## config.mk

```make
export PLATFORM = sky130hd
export DESIGN_NAME = pulse_stretcher_universal
export DESIGN_NICKNAME = d
export VERILOG_FILES = /design/src/rtl/pulse_stretcher_universal.sv
export SDC_FILE = /design/constraint.sdc
export NUM_CORES = 1
export LEC_CHECK = 0
export CAP_MARGIN = 20
export CORE_ASPECT_RATIO = 0.7
export CORE_MARGIN = 2
export CORE_UTILIZATION = 58
export DETAILED_ROUTE_END_ITERATION = 7
export GPL_ROUTABILITY_DRIVEN = 0
export PLACE_DENSITY = 0.74
export SYNTH_ARGS = -nofsm -noshare
export SYNTH_HDL_FRONTEND = slang
export SYNTH_SLANG_ARGS = --single-unit
```

## constraint.sdc

```tcl
create_clock -name clk -period 2.4 [get_ports clk]
set_input_delay 0.48 -clock clk [delete_from_list [all_inputs] [get_ports clk]]
set_output_delay 0.48 -clock clk [all_outputs]
set_load 0.1 [all_outputs]
```

## src/rtl/pulse_stretcher_universal.sv

```systemverilog
// pulse_stretcher_universal
//   Turns 1-clk trigger pulses into fixed-width output pulses (LED flash, DAC gate,
//   buzzer enable). Each channel runs an independent IDLE/ACTIVE/GAP FSM: the output
//   stays high for PULSE_LEN clocks, then the channel is forced low (busy) for
//   GAP_LEN clocks before it accepts another trigger.
//
//   Build option: define RETRIGGER_EN to let a trigger during ACTIVE restart the
//   high time instead of being dropped. Triggers during GAP are always dropped.
//
// Ports
//   clk          in   1      system clock
//   rst          in   1      asynchronous active-low reset
//   trig_i       in   WIDTH  per-channel request, sampled every posedge
//   pulse_out_o  out  WIDTH  stretched pulse (registered)
//   busy_o       out  WIDTH  channel is ACTIVE or GAP (registered)
//   drop_o       out  WIDTH  1-clk flag: the trigger seen on the previous edge was ignored
module pulse_stretcher_universal #(
    parameter int unsigned WIDTH     = 1,
    parameter int unsigned PULSE_LEN = 1000000,
    parameter int unsigned GAP_LEN   = 0
) (
    input  logic             clk,
    input  logic             rst,
    input  logic [WIDTH-1:0] trig_i,
    output logic [WIDTH-1:0] pulse_out_o,
    output logic [WIDTH-1:0] busy_o,
    output logic [WIDTH-1:0] drop_o
);

    localparam int unsigned MaxLen = (PULSE_LEN > GAP_LEN) ? PULSE_LEN : GAP_LEN;
    localparam int unsigned CNT_W  = $clog2(MaxLen + 1);

    localparam logic [CNT_W-1:0] PulseLoad = CNT_W'(PULSE_LEN - 1);
    // GAP_LEN=0 never enters GAP; keep the load value from underflowing anyway.
    localparam logic [CNT_W-1:0] GapLoad   = (GAP_LEN == 0) ? '0 : CNT_W'(GAP_LEN - 1);
    localparam logic [CNT_W-1:0] CntOne    = CNT_W'(1);

    typedef enum logic [1:0] {
        StIdle,
        StActive,
        StGap
    } state_e;

    state_e           state_q [WIDTH];
    logic [CNT_W-1:0] cnt_q   [WIDTH];
    logic [WIDTH-1:0] pulse_q;
    logic [WIDTH-1:0] busy_q;
    logic [WIDTH-1:0] drop_q;

    always_ff @(posedge clk or negedge rst) begin
        if (!rst) begin
            for (int i = 0; i < WIDTH; i++) begin
                state_q[i] <= StIdle;
                cnt_q[i]   <= '0;
            end
            pulse_q <= '0;
            busy_q  <= '0;
            drop_q  <= '0;
        end else begin
            for (int i = 0; i < WIDTH; i++) begin
                drop_q[i] <= 1'b0;
                case (state_q[i])
                    StIdle: begin
                        if (trig_i[i]) begin
                            state_q[i] <= StActive;
                            cnt_q[i]   <= PulseLoad;
                            pulse_q[i] <= 1'b1;
                            busy_q[i]  <= 1'b1;
                        end else begin
                            cnt_q[i]   <= '0;
                            pulse_q[i] <= 1'b0;
                            busy_q[i]  <= 1'b0;
                        end
                    end

                    StActive: begin
`ifdef RETRIGGER_EN
                        // A new request restarts the full high time.
                        if (trig_i[i]) begin
                            cnt_q[i] <= PulseLoad;
                        end else if (cnt_q[i] != '0) begin
`else
                        drop_q[i] <= trig_i[i];
                        if (cnt_q[i] != '0) begin
`endif
                            cnt_q[i] <= cnt_q[i] - CntOne;
                        end else if (GAP_LEN == 0) begin
                            state_q[i] <= StIdle;
                            pulse_q[i] <= 1'b0;
                            busy_q[i]  <= 1'b0;
                        end else begin
                            state_q[i] <= StGap;
                            cnt_q[i]   <= GapLoad;
                            pulse_q[i] <= 1'b0;
                        end
                    end

                    StGap: begin
                        drop_q[i] <= trig_i[i];
                        if (cnt_q[i] != '0) begin
                            cnt_q[i] <= cnt_q[i] - CntOne;
                        end else begin
                            state_q[i] <= StIdle;
                            busy_q[i]  <= 1'b0;
                        end
                    end

                    default: begin
                        state_q[i] <= StIdle;
                        cnt_q[i]   <= '0;
                        pulse_q[i] <= 1'b0;
                        busy_q[i]  <= 1'b0;
                    end
                endcase
            end
        end
    end

    assign pulse_out_o = pulse_q;
    assign busy_o      = busy_q;
    assign drop_o      = drop_q;

endmodule
```

---- Word level (Yosys, flattened, before mapping) ----
Index checks and enable logic that the tools add are counted.
storage, ports and cells
  flip-flop bits (word level) ............. 25
  input bits .............................. 3
cells by class
  add/subtract/negate cells ............... 1
  equality and inequality tests ........... 6
  mux-type cells .......................... 11
  bitwise gates (word level) .............. 1
  reduce and logical (&&, ||, !) cells .... 5
operators by type and width
  kind                   count
  $mux 20                2
  $pmux 20 s2            1
  $reduce_bool 20->1     1
  $sub 20x1->20 const B  1
  $ne 2x2->1 const B     3
  $mux 2                 2
  $pmux 2 s2             1
  $reduce_and 2->1       2
  $mux 1                 3
  $pmux 1 s3             1
  $eq 2x1->1 const B     1
  $eq 2x2->1 const B     1
  $logic_not 2->1        1
  $ne 2x1->1 const B     1
  $pmux 1 s2             1
  $reduce_or 2->1        1
  $not 1->1              1

---- Longest topological paths before layout ----
  word-level depth ........................ 4
  depth in mapped cells ................... 7

---- Worst setup path before layout ----
OpenSTA, ideal clock, no wires.
  path kind ............................... register to output
  start point ............................. reg pulse_q (netlist: pulse_out_o)
  end point ............................... out pulse_out_o
  arrival time ............................ 1.340 ns
  setup slack ............................. 0.580 ns
  stages on the path, launching flop included .. 2
  buffers on the path ..................... 1
  path through ............................ dfrtp_1 > buf_4
RTL lines
  element                           line  text
  start: declaration                46    logic [WIDTH-1:0] pulse_q;
  start signal: assignment          56    pulse_q <= '0;
  start signal: indexed assignment  67    pulse_q[i] <= 1'b1;
  start signal: indexed assignment  71    pulse_q[i] <= 1'b0;
  end: declaration                  25    output logic [WIDTH-1:0] pulse_out_o,
No word-level cell between the ends.

---- Final worst setup path ----
  start point ............................. reg cnt_q[0] (netlist bit)
  end point ............................... reg pulse_q (netlist: pulse_out_o)
on the way
  word-level cells in the longest chain between the ends .. 3
RTL lines
  element                            line  text
  start: declaration                 45    logic [CNT_W-1:0] cnt_q [WIDTH];
  start signal: indexed assignment   66    cnt_q[i] <= PulseLoad;
  start signal: indexed assignment   86    cnt_q[i] <= cnt_q[i] - CntOne;
  start signal: indexed assignment   93    cnt_q[i] <= GapLoad;
  $reduce_bool 20->1                 84    if (cnt_q[i] != '0) begin
  $ne 2x2->1 (no source line)        --
  $reduce_and 2->1 (no source line)  --
  end signal: indexed assignment     89    pulse_q[i] <= 1'b0;
  end signal: indexed assignment     94    pulse_q[i] <= 1'b0;
  end signal: indexed assignment     111   pulse_q[i] <= 1'b0;
Every way passes these cells.
A chain may end at the register's enable or synchronous reset.

==> results.sh <==
export IMPL_slew_limit_headroom=0.606
export IMPL_cts_repair_resized=0
export IMPL_die_x_um=60.0
export IMPL_slew_violations=0
export IMPL_root_buffer="clkbuf_4"
export IMPL_drt_iter0_markers=51
export IMPL_antenna_left=0
export IMPL_clkTransAtPathRegs_ns=0.12
export IMPL_first_global_vias=958
export IMPL_crit_path_max_fanout=7
export IMPL_firstDrtPassIters=4
export IMPL_cts_max_path_buffers=2
export IMPL_crit_required_ns=2.57
export IMPL_mappedNetlistArea_mm2=0.00127
export IMPL_pwr_density_cell_mw_per_mm2=1050
export IMPL_synth_edf_count=0
export IMPL_rsz0062_at_grt="false"
export IMPL_syn_avg_cell_area_um2=9.50
export IMPL_r2r_start="cnt_q[0]"
export IMPL_critPathLaunchType="register"
export IMPL_register_area_um2=576
export IMPL_r2r_setup_slack_ns=0.18
export IMPL_ys_top_cells_by_count="23 x dfrtp_1, 15 x nand2_1, 10 x o21ai_0"
export IMPL_cts_tree="done"
export IMPL_grt_usage=0.247
export IMPL_hold_viol=0
export IMPL_syn_inst=134
export IMPL_final_layout_size_suffix_gt1_frac=0.107
export IMPL_yosysTopAreaCellShare=0.452
export IMPL_cts_setup_buffers=0
export IMPL_status="completed"
export IMPL_start_util=0.600
export IMPL_crit_type="register to register"
export IMPL_io_pins=6
export IMPL_yosysWarnings=0
export IMPL_post_drt_wl_per_cell_um=16.1
export IMPL_min_path_type="input pin to async pin"
export IMPL_crit_arrival_ns=2.39
export IMPL_worstSetupEndpointType="register"
export IMPL_crit_start="cnt_q[0]"
export IMPL_wl_um=2760
export IMPL_portBuffers=5
export IMPL_fin_crit_sh=0.925
export IMPL_fp_dieH_um=43.2
export IMPL_clock_sinks=23
export IMPL_routed_via_count=1035
export IMPL_synth_seq_area_share=0.452
export IMPL_layout_min_cycle_time_ns=2.22
export IMPL_rr_endpoint="pulse_out_o"
export IMPL_p_total_uw=1440
export IMPL_clk_latency_ns=0.32
export IMPL_ys_ff_latch=23
export IMPL_ff2ff_path_depth=6
export IMPL_grt_overflow=0
export IMPL_grt_max_degree=24
export IMPL_fill_cells=177
export IMPL_synthArstFlopShare=1.00
export IMPL_synthDistinctLibCells=41
export IMPL_ys_flop_type="dfrtp_1"
export IMPL_ir_drop_mv=0.513
export IMPL_ys_top_cells_by_area="dfrtp_1 45%, nand2_1 4.4%, o21ai_0 3.9%"
export IMPL_antenna_found_initial=0
export IMPL_fin_nets=145
export IMPL_antennaDiodeCount=0
export IMPL_yosysTopAreaCell="dfrtp_1"
export IMPL_cap_violations=0
export IMPL_multi_input_area_um2=639
export IMPL_synth_most_common_cell="dfrtp_1"
export IMPL_cts_buffers=3
export IMPL_finalSetupTns_ns=0
export IMPL_drt_vias_per_instance=6.02
export IMPL_rows=14
export IMPL_fmax_mhz=450
export IMPL_synth_net_count=138
export IMPL_p_leak_uw=0.000550
export IMPL_worst_pin_slew_ns=0.591
export IMPL_cts_htree_levels=1
export IMPL_die_area_mm2=0.00259
export IMPL_holdBufCountCts=0
export IMPL_crit_path_end="pulse_out_o"
export IMPL_fin_skew_ns=0.00908
export IMPL_post_route_drc_count=0
export IMPL_setup_violations=0
export IMPL_dpl_hpwl_um=1920
export IMPL_syn2layout_area_growth_pct=7.96
export IMPL_grt_first_pass_wirelength_um=4690
export IMPL_core_mm2=0.00212
export IMPL_hold_ws_ns=0.513
-- cells by family (layout without fill, tap and decap cells) --
group	count (synthesis)	after routing	synth area share
XOR/XNOR	6	6	0.0413
flip-flops	23	23	0.452
multiplexers	4	4	0.0315
AND/OR/NAND/NOR	59	59	0.286
adder cells (fa/ha/maj)	1	1	0.00983
buffers and inverters	13	19	0.0452
AO/OA/AOI/OAI	28	28	0.134
-- power breakdown --
part           leakage [µW]  internal, µW  switching, µW
sequential         0.000277           535            198
clock             0.0000177          62.4            114
combinational      0.000256           235            298
total              0.000550           833            611
-- worst max-delay path, stage by stage, from the launching register on --
cell     delay, ns
dfrtp_1       0.46
inv_1         0.11
ha_1          0.29
nor3b_1       0.44
nand2_1       0.19
o21ai_1       0.41
o21ai_0       0.18
-- cell type report --
class	instances	share of cell area
clock buffers	3	0.0164
clock inverters	1	0.00364
inverters	7	0.0191
multi-input cells	98	0.465
flip-flops and latches	23	0.419
well taps	32	0.0291
repair buffers	8	0.0474
-- state kept, by name, indices dropped and copies added, names as in the netlist --
signal,count
cnt_q,20
drop_o,1
pulse_out_o,1
state_q,1
-- routing by layer --
metal,track usage,wire length (µm),up-vias
met3,0.0640,124,2
met5,0,0,-
li1,-,-,495
met4,0.0489,10,0
met2,0.354,1220,30
met1,0.375,1400,508
-- placed cells by master, fill, tap and decap left out, types with 4 or more instances in the layout --
cell type	n
dfrtp_1	23
nand2_1	15
o21ai_0	10
inv_1	7
a21oi_1	7
buf_4	6
nor2_1	5
nand4_1	5
nand2b_1	4
nor3_1	4
mux2i_1	4
xnor2_1	4
-- worst min-delay path by stage --
stage / startpoint / to / depth (start not counted)
2_1_floorplan: rst / cnt_q[0] / 0
3_3_place_gp: cnt_q[8] / cnt_q[8] / 2
3_5_place_dp: cnt_q[15] / cnt_q[15] / 2
4_1_cts: rst / cnt_q[4] / 2
5_1_grt: rst / cnt_q[5] / 2
6_report: rst / cnt_q[5] / 2
-- stage by stage --
step           setup WS (ns)  area [µm²]   util  std cells
6_report               0.179        1370  0.648        172
5_1_grt               0.0477        1370  0.648        172
4_1_cts                0.231        1370  0.648        172
3_5_place_dp           0.237        1350  0.635        168
3_3_place_gp           0.327        1350  0.635        168
2_1_floorplan          0.580        1270      -        134
(Power assumes the default switching activity.)
